===== config.mk =====
export PLATFORM = sky130hd
export DESIGN_NAME = tx_arbiter
export DESIGN_NICKNAME = d
export VERILOG_FILES = /design/src/rtl/tx_arbiter_pkg.sv /design/src/rtl/tx_arbiter_rr_arbiter.sv /design/src/rtl/tx_arbiter.sv
export SDC_FILE = /design/constraint.sdc
export NUM_CORES = 1
export LEC_CHECK = 0
export ABC_AREA = 1
export CELL_PAD_IN_SITES_DETAIL_PLACEMENT = 0
export CELL_PAD_IN_SITES_GLOBAL_PLACEMENT = 2
export CORE_MARGIN = 2
export CORE_UTILIZATION = 24
export DETAILED_ROUTE_END_ITERATION = 12
export HOLD_SLACK_MARGIN = 0.02
export PLACE_DENSITY = 0.81
export SYNTH_ARGS = -nofsm -noshare
export SYNTH_HDL_FRONTEND = slang
export SYNTH_SLANG_ARGS = --single-unit

===== constraint.sdc =====
create_clock -name clk -period 2.25 [get_ports clk]
set_input_delay 0.3375 -clock clk [delete_from_list [all_inputs] [get_ports clk]]
set_output_delay 0.3375 -clock clk [all_outputs]
set_load 0.005 [all_outputs]

===== src/rtl/tx_arbiter_pkg.sv =====
// tx_arbiter_pkg: shared definitions for the transmit arbiter.
//   PAYLOAD_W        - payload width carried per requester / per frame
//   FRAME_CYCLES_DEF - clocks per transmitter frame (idle, start, data, parity)
//   state_e          - arbiter FSM state encoding
package tx_arbiter_pkg;

  localparam int PAYLOAD_W = 7;

  // One idle bit, one start bit, PAYLOAD_W data bits, one parity bit.
  localparam int FRAME_CYCLES_DEF = 1 + 1 + PAYLOAD_W + 1;

  typedef enum logic {
    S_IDLE = 1'b0,
    S_WAIT = 1'b1
  } state_e;

endpackage


===== src/rtl/tx_arbiter_rr_arbiter.sv =====
// rr_arbiter: combinational round-robin pick.
//   req_i    - request vector
//   ptr_i    - highest-priority index
//   winner_o - first asserted request at ptr, ptr+1, ... (mod N_REQ)
//   valid_o  - any request asserted
module rr_arbiter #(
  parameter  int N_REQ = 4,
  localparam int IDX_W = $clog2(N_REQ)
) (
  input  logic [N_REQ-1:0] req_i,
  input  logic [IDX_W-1:0] ptr_i,
  output logic [IDX_W-1:0] winner_o,
  output logic             valid_o
);

  // Rotate so bit 0 is the request at ptr; the lowest set bit then wins.
  logic [N_REQ-1:0] rot;
  logic [IDX_W:0]   sum;

  assign rot     = N_REQ'({req_i, req_i} >> ptr_i);
  assign valid_o = |req_i;

  // Scan downwards so the lowest rotated offset is the last (winning) write.
  always_comb begin
    winner_o = '0;
    sum      = '0;
    for (int k = N_REQ-1; k >= 0; k--) begin
      if (rot[k]) begin
        sum = {1'b0, ptr_i} + (IDX_W+1)'(k);
        if (sum >= (IDX_W+1)'(N_REQ)) sum = sum - (IDX_W+1)'(N_REQ);
        winner_o = sum[IDX_W-1:0];
      end
    end
  end

endmodule


===== src/rtl/tx_arbiter.sv =====
// tx_arbiter: shares one serial transmitter between N_REQ requesters.
//   clk, rstn - clock, async active-low reset
//   req       - per-requester request, held with data stable until ack
//   data_in   - requester i payload in [7i+6:7i]
//   ack       - one-hot pulse, payload of that requester latched
//   tx_start  - one-cycle launch pulse to the transmitter
//   tx_data   - latched payload, stable for the whole frame
//   grant_id  - index of the last granted requester
//   busy      - frame in flight
//   tx_done   - one-cycle pulse when the spacing window closes
// Launches are spaced FRAME_CYCLES apart under continuous load: one launch
// cycle, FRAME_CYCLES-2 countdown cycles, one tx_done cycle back into IDLE.
module tx_arbiter
  import tx_arbiter_pkg::*;
#(
  parameter  int N_REQ        = 4,
  parameter  int FRAME_CYCLES = FRAME_CYCLES_DEF,
  localparam int IDX_W        = $clog2(N_REQ)
) (
  input  logic                       clk,
  input  logic                       rstn,
  input  logic [N_REQ-1:0]           req,
  input  logic [PAYLOAD_W*N_REQ-1:0] data_in,
  output logic [N_REQ-1:0]           ack,
  output logic                       tx_start,
  output logic [PAYLOAD_W-1:0]       tx_data,
  output logic [IDX_W-1:0]           grant_id,
  output logic                       busy,
  output logic                       tx_done
);

  localparam int CNT_W = $clog2(FRAME_CYCLES);

  state_e               state_q;
  logic [CNT_W-1:0]     cnt_q;
  logic [IDX_W-1:0]     ptr_q, ptr_d;
  logic [IDX_W-1:0]     win_idx;
  logic                 win_vld;
  logic [PAYLOAD_W-1:0] win_data;

  rr_arbiter #(.N_REQ(N_REQ)) u_rr (
    .req_i   (req),
    .ptr_i   (ptr_q),
    .winner_o(win_idx),
    .valid_o (win_vld)
  );

  always_comb begin
    win_data = '0;
    for (int i = 0; i < N_REQ; i++)
      if (win_idx == IDX_W'(i)) win_data = data_in[i*PAYLOAD_W +: PAYLOAD_W];
  end

  assign ptr_d = (win_idx == IDX_W'(N_REQ-1)) ? '0 : win_idx + 1'b1;

  always_ff @(posedge clk or negedge rstn) begin
    if (!rstn) begin
      state_q  <= S_IDLE;
      cnt_q    <= '0;
      ptr_q    <= '0;
      tx_start <= 1'b0;
      ack      <= '0;
      tx_data  <= '0;
      grant_id <= '0;
      busy     <= 1'b0;
      tx_done  <= 1'b0;
    end else begin
      tx_start <= 1'b0;
      ack      <= '0;
      tx_done  <= 1'b0;
      case (state_q)
        S_IDLE: begin
          // req is only looked at here; changes during WAIT are ignored.
          if (win_vld) begin
            tx_data  <= win_data;
            tx_start <= 1'b1;
            ack      <= N_REQ'(1) << win_idx;
            grant_id <= win_idx;
            busy     <= 1'b1;
            cnt_q    <= CNT_W'(FRAME_CYCLES-2);
            ptr_q    <= ptr_d;
            state_q  <= S_WAIT;
          end
        end
        S_WAIT: begin
          if (cnt_q != '0) begin
            cnt_q <= cnt_q - 1'b1;
          end else begin
            busy    <= 1'b0;
            tx_done <= 1'b1;
            state_q <= S_IDLE;
          end
        end
        default: state_q <= S_IDLE;
      endcase
    end
  end

endmodule


After elaboration in Yosys (flattened, before gate mapping)
Index checks and enable logic that the tools add are counted.
- $add $sub $neg: 9
- multiply operators: 0
- div/mod/pow operators: 0
- $lt $le $gt $ge: 4
- eq/ne operators: 6
- shift-type cells: 2
- muxes and demuxes: 27
- bitwise logic cells: 1
- reduce and logical (&&, ||, !) cells: 6
- operator list (kind ; count):
    $mux W7 ; 4
    $mux W2 ; 9
    $mux W4 ; 4
    $ge A3 B3 Y1 const B ; 3
    $pmux W4 S2 ; 1
    $shr A8 B2 Y4 ; 1
    $sub A2 B1 Y2 const B ; 4
    $mux W1 ; 7
    $add A2 B2 Y3 const B ; 2
    $reduce_and A2 Y1 ; 3
    $eq A2 B2 Y1 const B ; 2
    $ne A2 B1 Y1 const B ; 2
    $pmux W1 S2 ; 2
    $reduce_bool A4 Y1 ; 1
    $reduce_or A4 Y1 ; 1
    $shl A1 B2 Y4 const A ; 1
    $sub A4 B1 Y4 const B ; 1
    $add A2 B1 Y3 const B ; 1
    $ge A2 B3 Y1 const B ; 1
    $add A2 B1 Y2 const B ; 1
    $eq A2 B1 Y1 const B ; 1
    $logic_not A2 Y1 ; 1
    $ne A2 B2 Y1 const B ; 1
    $not A1 Y1 ; 1
- flip-flop bits (word level): 23
- latch bits: 0
- RAM bits: 0
- bits in read-only memories: 0
- bits of input ports: 34
- output and inout port bits: 16
- memories: 0

Logic depth before layout (Yosys ltp)
Gate-level depths: netlist (run 1).
- depth in word-level cells: 12
- depth in mapped cells: 18

Cells and area by module
A second synthesis (run 1) with hierarchy kept.
- cells, all modules: 215
- area total of the unflattened synthesis: 1478.9 sq um
- modules (own cells, without submodules) (module ; instances ; cells an instance ; area an instance (sq um) ; sequential area each (sq um)):
    tx_arbiter ; 1 ; 168 ; 1241.2 ; 575.6
    rr_arbiter ; 1 ; 47 ; 237.7 ; 0.0

Worst setup path before layout (run 1)
OpenSTA, ideal clock, no wires.
- path type: reg-to-reg
- start: register ptr_q[0]
- end: register tx_data[1]
- library setup time: 0.130 ns
- arrival: 1.832 ns
- data required time: 2.120 ns
- path slack: 0.288 ns
- cell stages (with the launch flop): 16
- buffers on the path: 2
- cell sequence: dfrtp_1 > buf_6 > inv_6 > nand2_2 > nand3_1 > nand2_1 > inv_2 > o21ai_2 > nand2_1 > nand2_2 > inv_1 > ha_1 > buf_1 > inv_1 > o211ai_1 > nand3_1
- longest elaborated chain between the ends: 12
- ends and longest elaborated chain (item ; line ; RTL):
    start: declaration ; tx_arbiter.sv:36 ; logic [IDX_W-1:0] ptr_q, ptr_d;
    start signal: assignment ; tx_arbiter.sv:81 ; ptr_q <= ptr_d;
    $add A2 B2 Y3 ; tx_arbiter_rr_arbiter.sv:29 ; sum = {1'b0, ptr_i} + (IDX_W+1)'(k);
    $ge A3 B3 Y1 or $sub A2 B1 Y2 (tied branches) ; tx_arbiter_rr_arbiter.sv:30 ; if (sum >= (IDX_W+1)'(N_REQ)) sum = sum - (IDX_W+1)'(N_REQ);
    $mux W2 ; tx_arbiter_rr_arbiter.sv:30 ;
    $mux W2 (3 in series) ; tx_arbiter_rr_arbiter.sv:28 ; if (rot[k]) begin
    $mux W2 (*) ; tx_arbiter_rr_arbiter.sv:28 ;
    named net u_rr.winner_o[0] ; tx_arbiter_rr_arbiter.sv:12 ; output logic [IDX_W-1:0] winner_o,
    $logic_not A2 Y1 ; tx_arbiter.sv:51 ; if (win_idx == IDX_W'(i)) win_data = data_in[i*PAYLOAD_W +: PAYLOAD_W];
    $mux W7 (3 in series) ; tx_arbiter.sv:51 ;
    $mux W7 (*) ; tx_arbiter.sv:51 ;
    end signal: assignment ; tx_arbiter.sv:75 ; tx_data <= win_data;
    end: declaration ; tx_arbiter.sv:26 ; output logic [PAYLOAD_W-1:0] tx_data,
The timed path passes the listed nets; every way through them passes the cells marked *.
A chain may end at the register's enable or synchronous reset.

Worst setup path in the final report (run 1)
- start: register ptr_q[0]
- end: register tx_data[0]
Same word-level chain as after synthesis.

==> metrics.yaml, run 1 <==
outcome:
  status: "completed"
layout:
  multiInputGateArea_um2: 727
  n_fill_cell: 596
  areaGrowthSynthToFinish_pct: 52.0
  seq_area_um2: 578
  drive_above_1_share: 0.246
  fin_nets: 277
  final_core_util: 0.382
  num_antenna_cells: 0
placed_design:
  hpwl_mm: 2.66
  pre_cts_slack_ns: -0.188
  place_congestion: 0.732
  io_buffer_count: 49
power_and_ir_drop:
  p_leak_uw: 0.00101
  irDropWorstVdd_mv: 0.485
  p_per_area_mw_per_mm2: 1490
clock_tree:
  cts.sinks: 23
  clock_path_buffers: 2
  cts_tree: "built"
  root_buffer: "clkbuf_8"
  path_clk_slew_ns: 0.08
  numCtsBuffers: 3
  cts.htree.levels: 1
  insertion_delay_ns: 0.26
  postCtsHoldBufs: 0
critical_path:
  worstPathArrival_ns: 2.22
  worst_setup_path_end_kind: "flop"
  worstPathRequired_ns: 2.40
  worstSetupStartpointType: "flop"
  critPathMaxFanout: 8
  critPathKind: "reg -> reg"
sta:
  fin_worst_skew_ns: 0.00413
  finalSetupViolations: 0
  worst_pin_slew_ns: 0.457
  slew_violations: 0
  finalWorstSetupSlack_ns: 0.176
  fin_crit_ns: 2.07
  slew_headroom: 0.694
  setup_tns_ns: 0
  period_share: 0.922
  hold_violations: 0
  grt_setup_unrepaired: "true"
  fmax_ghz: 0.482
synthesis:
  synth.net_count: 216
  synth_fa_ha_area_frac: 0.0536
  yosys.area_share.simple: 0.332
  synth_compound_area_frac: 0.0920
  syn_area_mm2: 0.00140
  synth-xor-area-share: 0.0125
  synth_area_per_cell_um2: 7.96
  synthCells: 176
  synth_warnings: 0
  synth.distinct_cells: 24
  synth_seq_area_share: 0.411
  synth_top_family_by_area: "simple AND/OR/NAND/NOR gates"
  synthMuxAreaShare: 0
  synth_seq_cells: 23
  synth.top_cell.area_share: 0.411
  yosys.area.top_type: "dfrtp_1"
  netlist_top_cells_area: "dfrtp_1, nand2_1, nand3_1"
grt:
  grt_remaining_overflow: 0
  grt_pass1_wl_mm: 5.83
  grt_max_degree: 24
  grtUsageTotal: 0.116
  antenna_found_initial: 0
  grt_pass1_vias: 1284
die:
  fp.coreArea_mm2: 0.00557
  fp-row-count: 27
  io_pins: 50
  die_h_um: 80.4
  initial_utilization: 0.251
  dieArea_mm2: 0.00646
  die-width_um: 80.4
drt:
  via_per_inst: 4.23
  route.detailed.drc: 0
  drt_iter0_markers: 53
  drt-total-wl_mm: 3.44
  drt_pass1_iterations: 4
  vias: 1302
  ant_nets: 0
  wl_per_cell_um: 11.2
hold_path:
  hold_class: "in -> async"
job:
  drv_cap: 0
-- sequential cells by signal (all words and copies together) (netlist names) --
register,count
tx_data,7
ack,4
cnt_q,4
grant_id,2
ptr_q,2
busy,1
state_q,1
tx_done,1
tx_start,1
-- report_power, final --
part / internal, µW / switching [µW]
clock network: 124 / 134
registers: 602 / 132
logic: 1020 / 1170
total: 1740 / 1440
-- critical path, cell delays in order (launching register included) --
cell and delay (ns):
dfrtp_2 0.50, clkinv_4 0.14, nand2_4 0.08, nand3_1 0.08, nand2_2 0.09, nand3_1 0.07, nand2_1 0.07, nand2_2 0.06
nand2_4 0.08, inv_2 0.04, ha_2 0.20, buf_6 0.14, a21oi_2 0.13, nand2_1 0.07, o211ai_1 0.11, nand3_1 0.09
-- synth_stat cells --
cell type  number
o211ai_1        7
inv_1          14
buf_1           1
nand2_2        10
dfrtp_1        23
nand3_2         6
inv_6           1
nand2_4         2
o21ai_1         1
buf_2           1
o21ai_2         1
xnor2_1         2
buf_4           2
nor2_4          1
a21oi_1         7
nand2_1        50
o21ai_0         3
nor2_2          1
nor2_1          8
ha_1            6
buf_6           2
o22ai_1         2
inv_2           8
nand3_1        17
-- cells in the final DEF (no fill, tap or decap), drive strengths merged --
cell	synthesis	final
nand2	62	62
o22ai	2	2
nor2	10	10
o21ai	5	5
ha	6	6
a21oi	7	7
clkbuf	0	3
xnor2	2	2
buf	6	13
clkdlybuf4s50	0	49
nand3	23	23
inv	23	22
o211ai	7	7
clkinv	0	2
dfrtp	23	23
-- kinds of logic (layout without fill, tap and decap cells) --
| group | Yosys count | in the layout |
|---|---|---|
| adder cells (fa/ha/maj) | 6 | 6 |
| XOR/XNOR | 2 | 2 |
| flip-flops | 23 | 23 |
| AND/OR/NAND/NOR | 95 | 95 |
| buffers and inverters | 29 | 89 |
| AO/OA/AOI/OAI | 21 | 21 |
-- through the flow --
stage | hold slack, ns | instances | cell area, µm² | power, µW
3_5_place_dp | 0.483 | 302 | 2020 | 2770
5_1_grt | 0.437 | 308 | 2130 | 3540
4_1_cts | 0.435 | 306 | 2060 | 3040
3_3_place_gp | 0.485 | 302 | 2020 | 2760
6_report | 0.426 | 308 | 2130 | 3180
2_1_floorplan | 0.0419 | 176 | 1400 | 2040
-- layer usage --
metal | part of all wire | vias to the layer above | track usage | wire [µm]
li1 | - | 674 | - | -
met1 | 0.49 | 590 | 0.165 | 1690
met2 | 0.46 | 36 | 0.179 | 1570
met3 | 0.046 | 2 | 0.0281 | 158
met4 | 0.0052 | 0 | 0.0203 | 18
met5 | 0 | - | 0 | 0
-- final cells by class --
class,count,area share
multi-input combinational,124,0.342
timing repair buffer,62,0.280
sequential,23,0.272
inverter,23,0.0429
tap,72,0.0423
clock buffer,3,0.0194
clock inverter,1,0.00235
-- what timing repair did --
item | in CTS | in global routing
gates resized for setup | 0 | 18
endpoints found under the setup margin | 0 | 8
endpoints found under the hold margin | 0 | 0
setup buffers | 0 | 2
-- worst paths after layout --
kind,end,startpoint,cells after the start,slack [ns]
worst max register to register,tx_data[0]$_DFFE_PN0P_,ptr_q[0]$_DFFE_PN0P_,15,0.18
min in group clk,tx_data[6]$_DFFE_PN0P_,tx_data[6]$_DFFE_PN0P_,2,0.49
worst max-delay path,tx_data[0]$_DFFE_PN0P_,ptr_q[0]$_DFFE_PN0P_,15,0.18
worst min register to register,tx_data[6]$_DFFE_PN0P_,tx_data[6]$_DFFE_PN0P_,2,0.49
max in group asynchronous,ptr_q[0]$_DFFE_PN0P_,rstn,2,1.58
worst min-delay path,tx_start$_DFF_PN0_,rstn,2,0.43
(Power assumes the default switching activity.)
==> run 2, diff against run 1 <==
Settings changed: PLACE_DENSITY 0.81 to unset, PLACE_DENSITY_LB_ADDON set to 0.25.
==> metrics.yaml, run 2 (same netlist as run 1, synthesis figures left out) <==
outcome:
  status: "completed"
placed_design:
  pre_cts_slack_ns: -0.228  # -0.0397 ns
  dpl.cell_count: 309  # +2.3%
  io_buffer_count: 49  # unchanged
  place_congestion: 0.771  # +5.4%
  hpwl_mm: 2.86  # +7.5%
sta:
  fmax_ghz: 0.483  # +0.13%
  slew_headroom: 0.796  # +0.102
  finalSetupViolations: 0  # unchanged
  finalWorstSetupSlack_ns: 0.179  # +0.00271 ns
  fin_worst_skew_ns: 0.00450  # +0.000371 ns
  hold_violations: 0  # unchanged
  worst_pin_slew_ns: 0.307  # -0.150 ns
  period_share: 0.921  # -0.00120
  setup_tns_ns: 0  # unchanged
  fin_crit_ns: 2.07  # -0.00270 ns
  slew_violations: 0  # unchanged
critical_path:
  critPathKind: "in -> reg"
  worst_setup_path_end_kind: "flop"
  worstSetupStartpointType: "primary input"
  worstPathArrival_ns: 2.23  # about the same
  worstPathRequired_ns: 2.40  # about the same
  critPathMaxFanout: 5  # -3
drt:
  route.detailed.drc: 0  # unchanged
  drt_iter0_markers: 36  # -32%
  wl_per_cell_um: 11.6  # +4.0%
  wl_met2_mm: 1.72  # +9.5%
  ant_nets: 0  # unchanged
  drt-total-wl_mm: 3.66  # +6.3%
  via_per_inst: 4.25  # +0.63%
  top_layer: "met4"
  drt-met1-wl_mm: 1.63  # -3.7%
  vias: 1340  # +2.9%
  met3_length_um: 262  # +66%
  drt_pass1_iterations: 4  # unchanged
grt:
  grt_pass1_vias: 1391  # +8.3%
  antenna_found_initial: 0  # unchanged
  grt_pass1_wl_mm: 6.30  # +8.0%
  grtUsageTotal: 0.127  # +0.0109
  grt_remaining_overflow: 0  # unchanged
  grt_max_degree: 24  # unchanged
die:
  fp.coreArea_mm2: 0.00557  # unchanged
  dieArea_mm2: 0.00646  # unchanged
  io_pins: 50  # unchanged
  die_h_um: 80.4  # unchanged
  fp-row-count: 27  # unchanged
  die-width_um: 80.4  # unchanged
  initial_utilization: 0.251  # unchanged
power_and_ir_drop:
  p_per_area_mw_per_mm2: 1530  # +2.7%
  fin_total_pwr_uw: 3310  # +4.3%
  p_leak_uw: 0.00105  # +4.2%
  irDropWorstVdd_mv: 0.543  # +12%
layout:
  stdcell_count: 315  # +2.3%
  final_core_util: 0.388  # +0.00584
  final_cell_mix: "nand2_1, clkdlybuf4s50_1, dfrtp_1"
  final_common_cell: "nand2_1"
  areaGrowthSynthToFinish_pct: 54.3
  reg.largest.list: "tx_data x7, ack x4, cnt_q x4"
  drive_above_1_share: 0.263  # +0.0176
  max_flop_register: "tx_data"
  largest_register_ffs: 7  # unchanged
  fin_nets: 284  # +2.5%
  num_antenna_cells: 0  # unchanged
hold_path:
  hold_class: "in -> async"
clock_tree:
  cts.htree.levels: 1  # unchanged
  insertion_delay_ns: 0.27  # about the same
  cts.sinks: 23  # unchanged
  postCtsHoldBufs: 0  # unchanged
  cts_tree: "built"
  path_clk_slew_ns: 0.09  # about the same
  numCtsBuffers: 3  # unchanged
  clock_path_buffers: 2  # unchanged
  root_buffer: "clkbuf_8"
job:
  drv_cap: 0  # unchanged
-- run 2: cell types whose count changed in the layout (fill, tap and decap cells not counted) --
| cell | delta |
|---|---|
| nand2_1 | +1 |
| clkinv_4 | -1 |
| buf_4 | +9 |
| inv_6 | +1 |
| nand2_2 | +2 |
| dlymetal6s2s_1 | +2 |
| buf_6 | -2 |
| nand2_4 | -3 |
| clkdlybuf4s50_1 | -2 |
-- run 2: per-layer routing --
layer	track usage	up-vias
met5	0	-
met4	0.0407	0
met3	0.0337	5
met2	0.208	45
met1	0.161	598
li1	-	692
-- run 2: worst max-delay path: stages --
cell and delay, ns:
clkdlybuf4s50_1 0.47, inv_2 0.05, nand2_1 0.08, nand3_1 0.08, nand2_1 0.09, nand3_1 0.08, nand2_1 0.08, nand2_2 0.05
nand2_2 0.07, inv_1 0.06, ha_2 0.21, buf_4 0.16, a21oi_1 0.13, nand2_1 0.09, o211ai_1 0.10, nand3_1 0.10
-- run 2: stage by stage --
stage / hold WS, ns / area, µm²
finish: 0.412 / 2160
floorplan: 0.0419 / 1400
global route: 0.453 / 2160
global placement: 0.482 / 2070
detailed placement: 0.478 / 2070
CTS: 0.427 / 2120
-- run 2: cell type report --
type | count | area [µm²]
fillers | 602 | 3410
multi-input cells | 124 | 709
repair buffers | 69 | 646
flip-flops and latches | 23 | 578
inverters | 23 | 91.3
well taps | 72 | 90.1
clock buffers | 3 | 41.3
clock inverters | 1 | 5.00
-- run 2: power by group --
part	total, µW	internal [µW]	switching [µW]
registers	724	602	122
clock network	273	124	149
logic	2320	1120	1200
-- run 2: final timing paths --
check,start,to,slack (ns),depth (start not counted)
setup / recovery,req[0],tx_data[4]$_DFFE_PN0P_,0.18,16
hold / removal,rstn,tx_data[2]$_DFFE_PN0P_,0.41,2
setup reg to reg,ptr_q[0]$_DFFE_PN0P_,tx_data[4]$_DFFE_PN0P_,0.20,16
hold reg to reg,grant_id[1]$_DFFE_PN0P_,grant_id[1]$_DFFE_PN0P_,0.50,2
max in group asynchronous,rstn,ptr_q[0]$_DFFE_PN0P_,1.58,2
min in group clk,req[2],tx_start$_DFF_PN0_,0.48,3
-- run 2: repair_timing --
item | CTS | global route
gates resized for setup | 1 | 12
endpoints found under the hold margin | 0 | 0
buffers inserted | 0 | 2
setup endpoints to repair | 1 | 7
pin swaps | 0 | 7
